===== src/rtl/rca_loop_profiler_pkg.sv =====
// Shared configuration for the RCA hot-loop profiler: default sizes, table entry
// layout and scan FSM state encoding.
package rca_config;

    localparam int unsigned RCA_XLEN           = 32;
    localparam int unsigned NUM_PROF_ENTRIES   = 8;
    localparam int unsigned PROF_COUNT_W       = 16;
    localparam int unsigned PROF_HOT_THRESHOLD = 64;
    localparam int unsigned PROF_DECAY_PERIOD  = 4096;

    // One profiler table entry: loop start (branch target), loop end (branch pc).
    typedef struct packed {
        logic [RCA_XLEN-1:0]     start_addr;
        logic [RCA_XLEN-1:0]     end_addr;
        logic [PROF_COUNT_W-1:0] count;
        logic                    valid;
    } prof_entry_t;

    typedef enum logic [1:0] {
        IDLE = 2'd0,
        SCAN = 2'd1,
        DONE = 2'd2
    } prof_scan_state_t;

endpackage


===== src/rtl/rca_loop_profiler_victim_sel.sv =====
// Miss-allocation victim picker: lowest-index invalid entry, otherwise the
// lowest-index entry holding the minimum count.
module rca_prof_victim_sel #(
    parameter int unsigned NUM_ENTRIES = 8,
    parameter int unsigned COUNT_W     = 16,
    parameter int unsigned IDX_W       = 3
) (
    input  logic [NUM_ENTRIES-1:0] valid,
    input  logic [COUNT_W-1:0]     count [NUM_ENTRIES],
    output logic [IDX_W-1:0]       victim_idx_c
);

    logic               inv_found;
    logic [IDX_W-1:0]   inv_idx;
    logic [IDX_W-1:0]   min_idx;
    logic [COUNT_W-1:0] min_cnt;

    // Priority search: descending walk leaves the lowest invalid index, strict
    // less-than keeps the lowest index among equal minimum counts.
    always_comb begin
        inv_found = 1'b0;
        inv_idx   = '0;
        for (int i = int'(NUM_ENTRIES) - 1; i >= 0; i--) begin
            if (!valid[i]) begin
                inv_found = 1'b1;
                inv_idx   = IDX_W'(i);
            end
        end
        min_idx = '0;
        min_cnt = count[0];
        for (int i = 1; i < int'(NUM_ENTRIES); i++) begin
            if (count[i] < min_cnt) begin
                min_cnt = count[i];
                min_idx = IDX_W'(i);
            end
        end
        victim_idx_c = inv_found ? inv_idx : min_idx;
    end

endmodule


===== src/rtl/rca_loop_profiler.sv =====
// Hot-loop profiler: counts taken backward branches in a small fully-associative
// table and, on query, scans it one entry per cycle to report the hottest loop.
// Optional periodic count halving is enabled by defining RCA_PROF_DECAY_EN.
module rca_loop_profiler
    import rca_config::*;
#(
    parameter int unsigned XLEN          = RCA_XLEN,
    parameter int unsigned NUM_ENTRIES   = NUM_PROF_ENTRIES,
    parameter int unsigned COUNT_W       = PROF_COUNT_W,
    parameter int unsigned HOT_THRESHOLD = PROF_HOT_THRESHOLD
`ifdef RCA_PROF_DECAY_EN
    ,
    parameter int unsigned DECAY_PERIOD  = PROF_DECAY_PERIOD
`endif
) (
    input  logic               clk,
    input  logic               rst,
    input  logic               br_valid,
    input  logic               br_taken,
    input  logic [XLEN-1:0]    br_pc,
    input  logic [XLEN-1:0]    br_target,
    input  logic               prof_en,
    input  logic               prof_clear,
    input  logic               query_valid,
    output logic               query_ready,
    output logic               result_valid,
    output logic               result_hit,
    output logic [XLEN-1:0]    result_start,
    output logic [XLEN-1:0]    result_end,
    output logic [COUNT_W-1:0] result_count
);

    localparam int unsigned      IDX_W    = (NUM_ENTRIES > 1) ? $clog2(NUM_ENTRIES) : 1;
    localparam logic [COUNT_W-1:0] CNT_MAX = '1;
    localparam logic [COUNT_W-1:0] HOT_TH  = COUNT_W'(HOT_THRESHOLD);
    localparam logic [IDX_W-1:0]   LAST_IDX = IDX_W'(NUM_ENTRIES - 1);

    // Profiler table
    logic [NUM_ENTRIES-1:0] ent_valid,   ent_valid_n;
    logic [XLEN-1:0]        ent_start    [NUM_ENTRIES];
    logic [XLEN-1:0]        ent_start_n  [NUM_ENTRIES];
    logic [XLEN-1:0]        ent_end      [NUM_ENTRIES];
    logic [XLEN-1:0]        ent_end_n    [NUM_ENTRIES];
    logic [COUNT_W-1:0]     ent_count    [NUM_ENTRIES];
    logic [COUNT_W-1:0]     ent_count_n  [NUM_ENTRIES];

    logic               cand_c;
    logic               hit_c;
    logic [IDX_W-1:0]   hit_idx_c;
    logic [IDX_W-1:0]   victim_idx_c;
    logic               do_decay_c;

    // Scan FSM
    prof_scan_state_t   state, state_n;
    logic [IDX_W-1:0]   idx, idx_n;
    logic               best_valid, best_valid_n;
    logic [XLEN-1:0]    best_start, best_start_n;
    logic [XLEN-1:0]    best_end, best_end_n;
    logic [COUNT_W-1:0] best_count, best_count_n;
    logic               res_valid_n, res_hit_n, fin_hit;
    logic [XLEN-1:0]    res_start_n, res_end_n;
    logic [COUNT_W-1:0] res_count_n;

    // Candidate loop: taken strictly-backward branch while profiling is on.
    assign cand_c = br_valid & br_taken & prof_en & (br_target < br_pc);

    // Associative match on (start, end); allocation on miss keeps matches unique.
    always_comb begin
        hit_c     = 1'b0;
        hit_idx_c = '0;
        for (int i = 0; i < int'(NUM_ENTRIES); i++) begin
            if (ent_valid[i] && (ent_start[i] == br_target) && (ent_end[i] == br_pc)) begin
                hit_c     = 1'b1;
                hit_idx_c = IDX_W'(i);
            end
        end
    end

    rca_prof_victim_sel #(
        .NUM_ENTRIES (NUM_ENTRIES),
        .COUNT_W     (COUNT_W),
        .IDX_W       (IDX_W)
    ) u_victim_sel (
        .valid        (ent_valid),
        .count        (ent_count),
        .victim_idx_c (victim_idx_c)
    );

`ifdef RCA_PROF_DECAY_EN
    localparam int unsigned       DCNT_W    = (DECAY_PERIOD > 1) ? $clog2(DECAY_PERIOD) : 1;
    localparam logic [DCNT_W-1:0] DCNT_LAST = DCNT_W'(DECAY_PERIOD - 1);

    logic [DCNT_W-1:0] decay_cnt;
    logic              decay_pend;
    logic              decay_wrap_c;

    assign decay_wrap_c = cand_c & ~prof_clear & (decay_cnt == DCNT_LAST);
    // Halving only happens while the scanner is idle; otherwise it waits.
    assign do_decay_c   = (decay_wrap_c | decay_pend) & (state == IDLE);

    // Event period counter and deferred-decay flag.
    always_ff @(posedge clk) begin
        if (rst) begin
            decay_cnt  <= '0;
            decay_pend <= 1'b0;
        end else begin
            if (cand_c && !prof_clear) begin
                decay_cnt <= decay_wrap_c ? '0 : decay_cnt + DCNT_W'(1);
            end
            decay_pend <= ~prof_clear & (decay_wrap_c | decay_pend) & (state != IDLE);
        end
    end
`else
    assign do_decay_c = 1'b0;
`endif

    // Next table state: clear wins, then decay, then the hit/allocate update.
    always_comb begin
        ent_valid_n = ent_valid;
        ent_start_n = ent_start;
        ent_end_n   = ent_end;
        ent_count_n = ent_count;
        if (prof_clear) begin
            ent_valid_n = '0;
        end else begin
            if (do_decay_c) begin
                for (int i = 0; i < int'(NUM_ENTRIES); i++) begin
                    ent_count_n[i] = ent_count[i] >> 1;
                    if (ent_count_n[i] == '0) begin
                        ent_valid_n[i] = 1'b0;
                    end
                end
            end
            if (cand_c) begin
                if (hit_c) begin
                    if (ent_count_n[hit_idx_c] != CNT_MAX) begin
                        ent_count_n[hit_idx_c] = ent_count_n[hit_idx_c] + COUNT_W'(1);
                    end
                    ent_valid_n[hit_idx_c] = 1'b1;
                end else begin
                    ent_valid_n[victim_idx_c] = 1'b1;
                    ent_start_n[victim_idx_c] = br_target;
                    ent_end_n[victim_idx_c]   = br_pc;
                    ent_count_n[victim_idx_c] = COUNT_W'(1);
                end
            end
        end
    end

    // Table registers.
    always_ff @(posedge clk) begin
        if (rst) begin
            ent_valid <= '0;
            for (int i = 0; i < int'(NUM_ENTRIES); i++) begin
                ent_start[i] <= '0;
                ent_end[i]   <= '0;
                ent_count[i] <= '0;
            end
        end else begin
            ent_valid <= ent_valid_n;
            ent_start <= ent_start_n;
            ent_end   <= ent_end_n;
            ent_count <= ent_count_n;
        end
    end

    // Scan FSM next state and result computation; reads the live table.
    always_comb begin
        state_n      = state;
        idx_n        = idx;
        best_valid_n = best_valid;
        best_start_n = best_start;
        best_end_n   = best_end;
        best_count_n = best_count;
        res_valid_n  = 1'b0;
        res_hit_n    = result_hit;
        res_start_n  = result_start;
        res_end_n    = result_end;
        res_count_n  = result_count;
        fin_hit      = 1'b0;
        unique case (state)
            IDLE: begin
                if (query_valid) begin
                    state_n      = SCAN;
                    idx_n        = '0;
                    best_valid_n = 1'b0;
                    best_start_n = '0;
                    best_end_n   = '0;
                    best_count_n = '0;
                end
            end
            SCAN: begin
                if (prof_clear) begin
                    state_n     = DONE;
                    res_valid_n = 1'b1;
                    res_hit_n   = 1'b0;
                    res_start_n = '0;
                    res_end_n   = '0;
                    res_count_n = '0;
                end else begin
                    if (ent_valid[idx] && (ent_count[idx] > best_count)) begin
                        best_valid_n = 1'b1;
                        best_start_n = ent_start[idx];
                        best_end_n   = ent_end[idx];
                        best_count_n = ent_count[idx];
                    end
                    if (idx == LAST_IDX) begin
                        fin_hit     = best_valid_n && (best_count_n >= HOT_TH);
                        state_n     = DONE;
                        res_valid_n = 1'b1;
                        res_hit_n   = fin_hit;
                        res_start_n = fin_hit ? best_start_n : '0;
                        res_end_n   = fin_hit ? best_end_n   : '0;
                        res_count_n = fin_hit ? best_count_n : '0;
                    end else begin
                        idx_n = idx + IDX_W'(1);
                    end
                end
            end
            DONE: begin
                state_n = IDLE;
            end
            default: begin
                state_n = IDLE;
            end
        endcase
    end

    // Scan FSM state and registered outputs.
    always_ff @(posedge clk) begin
        if (rst) begin
            state        <= IDLE;
            idx          <= '0;
            best_valid   <= 1'b0;
            best_start   <= '0;
            best_end     <= '0;
            best_count   <= '0;
            query_ready  <= 1'b1;
            result_valid <= 1'b0;
            result_hit   <= 1'b0;
            result_start <= '0;
            result_end   <= '0;
            result_count <= '0;
        end else begin
            state        <= state_n;
            idx          <= idx_n;
            best_valid   <= best_valid_n;
            best_start   <= best_start_n;
            best_end     <= best_end_n;
            best_count   <= best_count_n;
            query_ready  <= (state_n == IDLE);
            result_valid <= res_valid_n;
            result_hit   <= res_hit_n;
            result_start <= res_start_n;
            result_end   <= res_end_n;
            result_count <= res_count_n;
        end
    end

endmodule


===== config.mk =====
export PLATFORM = sky130hd
export DESIGN_NAME = rca_loop_profiler
export DESIGN_NICKNAME = d
export VERILOG_FILES = /design/src/rtl/rca_loop_profiler_pkg.sv /design/src/rtl/rca_loop_profiler_victim_sel.sv /design/src/rtl/rca_loop_profiler.sv
export SDC_FILE = /design/constraint.sdc
export NUM_CORES = 2
export LEC_CHECK = 0
export CORE_ASPECT_RATIO = 2
export CORE_MARGIN = 2
export CORE_UTILIZATION = 28
export CTS_BUF_LIST = sky130_fd_sc_hd__clkbuf_16
export CTS_CLUSTER_DIAMETER = 120
export CTS_CLUSTER_SIZE = 25
export DETAILED_ROUTE_END_ITERATION = 12
export PLACE_DENSITY = 0.55
export SETUP_SLACK_MARGIN = 0.1
export SLEW_MARGIN = 20
export SYNTH_ARGS = -nofsm -noshare
export SYNTH_HDL_FRONTEND = slang
export SYNTH_HIERARCHICAL = 1
export SYNTH_SLANG_ARGS = --single-unit

===== constraint.sdc =====
create_clock -name clk -period 20.5 [get_ports clk]
set_input_delay 4.1 -clock clk [delete_from_list [all_inputs] [get_ports clk]]
set_output_delay 4.1 -clock clk [all_outputs]
set_load 0.01 [all_outputs]

After elaboration in Yosys (flattened, before gate mapping):

Cells that the tools add are included.

* register bits after elaboration: 817
* output and inout port bits: 83
* input bits: 71
* word-level logic and storage cells: 246

* equal/unequal tests: 22
* bitwise logic cells: 14
* multiplexer cells: 119
* magnitude comparators: 20
* add/sub/neg operators: 2
* reductions and logical operators: 32

Operator list (count)
* $bwmux 256: 2
* $eq 32x32->1: 16
* $mux 128: 4
* $mux 32: 16
* $mux 16: 20
* $bmux 32 s3: 2
* $bwmux 128: 1
* $pmux 32 s2: 2
* $and 120x120->120: 1
* $not 120->120: 1
* $lt 16x16->1: 7
* $bmux 16 s3: 2
* $demux 16 s3: 2
* $demux 32 s3: 1
* $mux 3: 20
* $lt 32x32->1: 1
* $pmux 16 s2: 1
* $mux 1: 30
* $mux 8: 3
* $or 8x8->8: 3
* $logic_and 1x1->1: 22
* $add 16x1->16 const B: 1
* $ge 16x7->1 const B: 1
* $gt 16x16->1: 1
* 24 further kinds: 49

Longest topological paths before layout:

* depth after elaboration: 24
* mapped depth: 103
* gate-level depth less buffers: 91

Cells and area by module:

The synthesis kept the hierarchy.

Modules (own cells, without submodules)
* rca_loop_profiler: sequential area each 16355.7 µm², times used 1, area an instance 44569.0 µm², cells an instance 5046
* rca_prof_victim_sel: sequential area each 0.0 µm², times used 1, area an instance 4245.3 µm², cells an instance 595

Worst setup path before layout:

OpenSTA, ideal clock, no wires.

* path type: flip-flop to flip-flop
* from: register ent_count[118] in the netlist's numbering
* to: register ent_end[128] in the netlist's numbering
* setup time: 0.128 ns
* data arrival time: 17.390 ns
* period minus slack after synthesis: 17.517 ns
* setup slack: 2.983 ns
* stages on the path, launching flop included: 99
* data required time: 20.372 ns
* path buffers: 14
* path through: dfxtp_1 > inv_1 > ha_1 > and3_1 > o311a_1 > o21a_1 > nor3_2 > buf_2 > buf_1 > a21oi_1 > ha_1 > nand4_1 > nor4_1 > nand2_1 > o31ai_4 > a21o_1 > buf_2 > buf_2 > (+63 left out) > nor2b_1 > o21ai_0 > nand2b_1 > a21oi_1 > nor2b_1 > o21ai_0 > nand2b_1 > a221oi_1 > and4_1 > a2111oi_4 > a21oi_1 > clkbuf_1 > nor2b_1 > nand3_1 > clkbuf_1 > buf_1 > mux2i_1 > nor2_1

* cells in the longest elaborated chain, start to end: 21
* elaborated cells on any way between the ends: 28
* classes of those cells: order compare (9); mux (17); bitwise (1); reduce/logical (1)

Ends and longest elaborated chain
* start: declaration: line rca_loop_profiler.sv:44 `logic [COUNT_W-1:0] ent_count [NUM_ENTRIES];`
* start signal: assignment: line rca_loop_profiler.sv:163 `ent_count <= ent_count_n;`
* $lt 16x16->1: line rca_loop_profiler_victim_sel.sv:32 `if (count[i] < min_cnt) begin`
* $mux 16 (*): line rca_loop_profiler_victim_sel.sv:32
* $lt 16x16->1: line rca_loop_profiler_victim_sel.sv:32
* $mux 16 (*): line rca_loop_profiler_victim_sel.sv:32
* $lt 16x16->1: line rca_loop_profiler_victim_sel.sv:32
* $mux 16 (*): line rca_loop_profiler_victim_sel.sv:32
* $lt 16x16->1: line rca_loop_profiler_victim_sel.sv:32
* $mux 16: line rca_loop_profiler_victim_sel.sv:32
* (+6 left out)
* $mux 3 (*): line rca_loop_profiler_victim_sel.sv:37 `victim_idx_c = inv_found ? inv_idx : min_idx;`
* named net victim_idx_c[2]: line rca_loop_profiler.sv:50 `logic [IDX_W-1:0] victim_idx_c;`
* $not 3->4 (not written as such) (*): line rca_loop_profiler.sv:143 `ent_end_n[victim_idx_c] = br_pc;`
* $ge 4x4->1 (not written as such) or $lt 4x1->1 (tied branches): line rca_loop_profiler.sv:143
* $logic_and 1x1->1 (not written as such): line rca_loop_profiler.sv:143
* $mux 32 (not written as such): line rca_loop_profiler.sv:143
* $demux 32 s3 (*): line rca_loop_profiler.sv:143
* $bwmux 256 (*): line rca_loop_profiler.sv:143
* end signal: assignment: line rca_loop_profiler.sv:162 `ent_end <= ent_end_n;`
* end: declaration: line rca_loop_profiler.sv:42 `logic [XLEN-1:0] ent_end [NUM_ENTRIES];`

Mark *: on every way through the listed nets, which the timed path passes. The rest lies on a longest branch.
A chain may end at the register's enable or synchronous reset.

Final worst setup path:

* from: register ent_count[118] in the netlist's numbering
* to: register ent_count[21] in the netlist's numbering

* cells in the longest elaborated chain, start to end: 24
* elaborated cells on any way between the ends: 37
* classes of those cells: order compare (9); eq/ne (1); mux (23); bitwise (3); reduce/logical (1)

Ends and longest elaborated chain
* $lt 16x16->1: line rca_loop_profiler_victim_sel.sv:32
* $mux 16 (*): line rca_loop_profiler_victim_sel.sv:32
* $lt 16x16->1: line rca_loop_profiler_victim_sel.sv:32
* $mux 16: line rca_loop_profiler_victim_sel.sv:32
* $lt 16x16->1: line rca_loop_profiler_victim_sel.sv:32
* $mux 16: line rca_loop_profiler_victim_sel.sv:32
* $lt 16x16->1: line rca_loop_profiler_victim_sel.sv:32
* $mux 16: line rca_loop_profiler_victim_sel.sv:32
* (+7 left out)
* named net victim_idx_c[1]: line rca_loop_profiler.sv:50
* (+1 left out)
* $ge 4x4->1 (not written as such) or $lt 4x1->1 (tied branches): line rca_loop_profiler.sv:144 `ent_count_n[victim_idx_c] = COUNT_W'(1);`
* $logic_and 1x1->1 (not written as such): line rca_loop_profiler.sv:144
* $mux 16 (not written as such): line rca_loop_profiler.sv:144
* $demux 16 s3 (*): line rca_loop_profiler.sv:144
* $not 120->120 (no source line) (*)
* $and 120x120->120 (no source line) (*)
* $mux 128 (*): line rca_loop_profiler.sv:135 `if (hit_c) begin`
* $mux 128 (*): line rca_loop_profiler.sv:134 `if (cand_c) begin`

Mark *: on every way through the listed nets, which the timed path passes. The rest lies on a longest branch. The select of a mux whose other input is x is not followed.

==> results by stage <==
Timing:
- The number of max-slew violations in the final report is 0.
- The final hold violation count is 0.
- Setup violations remaining at the end of the flow were counted as 0.
- For the finished layout, the period the worst path requires is 19.73 ns.
- Setup repair after global routing left no endpoint under its margin.
- In the final timing run, aggregate negative setup slack is 0 ns.
- The actual transition at the worst max-transition pin is 1.34 ns.
- Headroom to the max-slew limit came out at 0.104.
- Timing would allow up to 50.7 MHz.
- For the final database, setup skew stands at 0.0625 ns.
- The post-route clock period utilization is 0.963.

Run status:
- The run finished with clean final reports.

Placed design:
- The wire-length estimate of the detail-placed layout is 233000 um.
- The routability-driven placement congestion ratio is 1.10.
- The count of buffers from port buffering is around 150.

Power:
- Of the total power, the share spent switching nets is 0.337.
- VDD sags by at most roughly 66 uV.
- The post-route total power is 0.00325 W.
- The standby leakage power is 21.1 nW.
- Of the total power, the clock network draws 0.295.
- The switching power total is approximately 0.0011 W.
- The proportion of power drawn by combinational gates is 0.214.
- For this design the ratio of total power to cell area is a little under 60 nW/um2.
- Of the total power, registers draw 0.491.
- The internal power of the cells is between 0.002 and 0.0025 W.

Clock tree:
- The number of clock sinks is 817.
- The total setup buffers inserted after CTS is 0.
- The buffer type at the clock tree root is clkbuf_16.
- Clock latency on the worst-skew pair, taken at its later pin, is 0.77 ns.
- The CTS tree is done.
- The clock-pin slew reported for the worst setup and hold paths after clock tree synthesis is 0.13 ns.
- After clock tree synthesis, the flow added hold-fix buffers numbering 0.
- The longest clock path from root to sink contains 3 buffers.
- Clock tree synthesis inserted a total of 38 buffers.
- The H-tree was split into 2 levels.

Detailed routing:
- After detailed routing, the number of remaining DRC violations is 0.
- After detailed routing, the number of vias per cell comes to 5.89.
- The post-detailed-route wirelength per cell is 38.7 um.
- The detailed router finished its first iteration with 5228 violations.
- The count of antenna-violating nets left after detailed routing is 0.
- For this block, the routed nets add up to 311000 um of wire.
- The total number of vias is 47200.
- Before antenna repair, the detailed router went through 6 iterations.

Logic synthesis:
- Synthesis produced a netlist with a net count of 5859.
- A synthesized cell averages roughly 8.7 um2.
- Ranked by total cell area, the synthesized netlist is headed by dfxtp_1 34%, mux2i_1 8.8%, mux4_2 7.5%, nand2_1 5.6%, xnor2_1 5.6%.
- The largest total area in the synthesized netlist belongs to dfxtp_1.
- The synthesized design contains 817 register bits.
- The share of async-settable or async-resettable flops after synthesis is 0.
- The number of warnings issued by yosys is 6.
- The count of distinct cell types in the synthesized netlist is 108.
- The number of synthesized flops with an enable pin is 0.
- After technology mapping, the gate count stands at 5641.
- Of the synthesized area, sequential elements account for 0.335.
- In the synthesized netlist the dominant register cell turns out to be dfxtp_1.
- The share of synthesized area in the top cell type comes to 0.335.
- The synthesized area is 48800 um2.

Global route:
- The number of global-route vias before repair is 45600.
- The first global-routing pass estimated 416000 um of wire.
- The initial antenna violation count came to 36.
- Entering global routing, the biggest net connects 92 pins.
- The total overflow left after global routing is 0.
- In the global route stage, overall resource usage came out at 0.348.

Floorplan:
- The die boundary height is 594 um.
- In this run the horizontal extent of the chip is 299 um.
- The starting density of the core is 0.282.
- Row generation in the floorplan step produced 216 rows.
- The number of placed I/O pins is 154.
- The floorplan step defined a die boundary enclosing 178000 um2.
- The floorplan step defined a core boundary enclosing 173000 um2.

Finish:
- Compared with the post-synthesis result, the final layout area differs by 14.5%.
- Of the cells placed in the final design, the portion with a size suffix greater than 1 is 0.120.
- The net count of the finished layout is 5922.

Setup path:
- Along the worst path, the maximum fanout reaches 18.
- Data on the critical path is required at its endpoint by around 21 ns.
- Among all stages on the critical path, the largest delay is contributed by a21oi_4.
- STA puts the critical path data arrival time at 20.41 ns.
- The critical path in this run is classified as flip-flop to flip-flop.
- The worst setup path is captured at a flip-flop.
- The delay contributed by the slowest stage of the critical path is 0.88 ns.
- STA classifies the critical path startpoint as a flip-flop.
- The most numerous cell type found on the critical path is buf_4.

Worst hold path:
- The worst hold path belongs to the class flip-flop to flip-flop.

Run:
- The number of max-cap violations is 0.
==> metrics by stage <==
step	cell area (um2)	util	hold WS [ns]	instances	setup slack, ns
after floorplan	48800	-	0.425	5641	2.98
after global placement	54200	0.313	0.433	7941	1.19
after detailed placement	54300	0.313	0.438	7941	1.12
after CTS	55300	0.319	0.454	7984	0.994
after global routing	55800	0.322	0.479	7998	0.124
final	55900	0.323	0.447	8023	0.767
==> area by class of cell <==
class	count	area, um2
Tap cell	2289	2860
Multi-Input combinational cell	4209	30600
Sequential cell	817	16400
Clock inverter	4	41.3
Clock buffer	39	976
Inverter	175	657
Antenna cell	27	67.6
Timing Repair Buffer	463	4330
Fill cell	18100	117000
==> final timing paths <==
check	start	end	slack, ns	cells after the start
hold / removal	result_end[2]$_SDFFE_PP0P_	result_end[2]$_SDFFE_PP0P_	0.45	2
setup / recovery	ent_count[118]$_SDFFE_PP0P_	ent_count[21]$_SDFFE_PP0P_	0.77	83
setup reg to reg	ent_count[118]$_SDFFE_PP0P_	ent_count[21]$_SDFFE_PP0P_	0.77	83
hold reg to reg	result_end[2]$_SDFFE_PP0P_	result_end[2]$_SDFFE_PP0P_	0.45	2
==> cell usage after synthesis, drive strengths merged (17+ instances only) <==
cell type / n
buf: 148
and3: 19
nor2: 512
a21oi: 329
a21o: 42
o22ai: 18
nand3: 172
dfxtp: 817
mux4: 162
clkbuf: 292
o311ai: 71
nor3: 73
nand2b: 176
a22o: 20
o2111ai: 28
nand2: 730
o2bb2ai: 17
nor4: 79
nor4b: 18
a22oi: 29
nand4: 192
xor2: 110
o21ai: 157
o31ai: 17
inv: 175
ha: 147
mux2i: 428
mux2: 33
xnor2: 312
a31oi: 23
a32oi: 18
nor2b: 54
==> repair_timing <==
action / 4_1_cts / 5_1_grt
endpoints found under the setup margin: 0 / 508
resized for setup: 0 / 2
hold endpoints to repair: 0 / 0
==> power by group through the flow <==
stage | Clock, W | Combinational (W) | Sequential [W]
after detailed placement | 0 | 0.000627 | 0.00163
after global routing | 0.00101 | 0.000699 | 0.00159
after floorplan | 0 | 0.000301 | 0.00163
final | 0.000959 | 0.000694 | 0.00159
after CTS | 0.000964 | 0.000629 | 0.00159
after global placement | 0 | 0.000630 | 0.00163
==> metal layers <==
layer | wire, um | up-vias | share of wire | global-route usage
li1 | - | 20100 | - | -
met1 | 94300 | 23200 | 0.30 | 0.320
met2 | 148000 | 2699 | 0.48 | 0.578
met3 | 21000 | 1174 | 0.067 | 0.0927
met4 | 47700 | 10 | 0.15 | 0.408
met5 | 78 | - | 0.00025 | 0.000274
==> kinds of logic after synthesis <==
kind of cell | after synthesis | share of synthesized area
AO/OA/AOI/OAI | 895 | 0.122
XOR/XNOR | 422 | 0.0760
adder cells (fa/ha/maj) | 152 | 0.0387
buffers and inverters | 615 | 0.0503
flip-flops | 817 | 0.335
multiplexers | 623 | 0.170
AND/OR/NAND/NOR | 2117 | 0.207
==> flip-flops by register name, indices dropped and copies added, names as in the netlist, 2 cells and up <==
signal / cells
ent_end: 256
ent_start: 256
ent_count: 128
best_end: 32
best_start: 32
result_end: 32
result_start: 32
best_count: 16
result_count: 16
ent_valid: 8
idx: 3
state: 2
==> critical path: cells and delay by family (launching register included) <==
kind / cells / cell delay, ns
flip-flops: 1 / 0.41
multiplexers: 2 / 0.67
buffers and inverters: 22 / 3.79
AND/OR/NAND/NOR: 21 / 3.97
adder cells (fa/ha/maj): 7 / 2.07
AO/OA/AOI/OAI: 31 / 8.54
==> cell usage in the layout (no fill, tap or decap), drive strengths merged, types with 73 or more instances in the layout <==
cell type,Yosys,layout
mux4,162,162
nor2,512,512
xnor2,312,312
ha,147,147
nor4,79,79
nand3,172,172
inv,175,179
a21oi,329,329
xor2,110,110
clkdlybuf4s50,0,143
nand4,192,192
dfxtp,817,817
nand2,730,730
nand2b,176,176
nor3,73,73
buf,148,320
mux2i,428,428
o21ai,157,157
No activity file was read; power rests on OpenSTA's default activity.
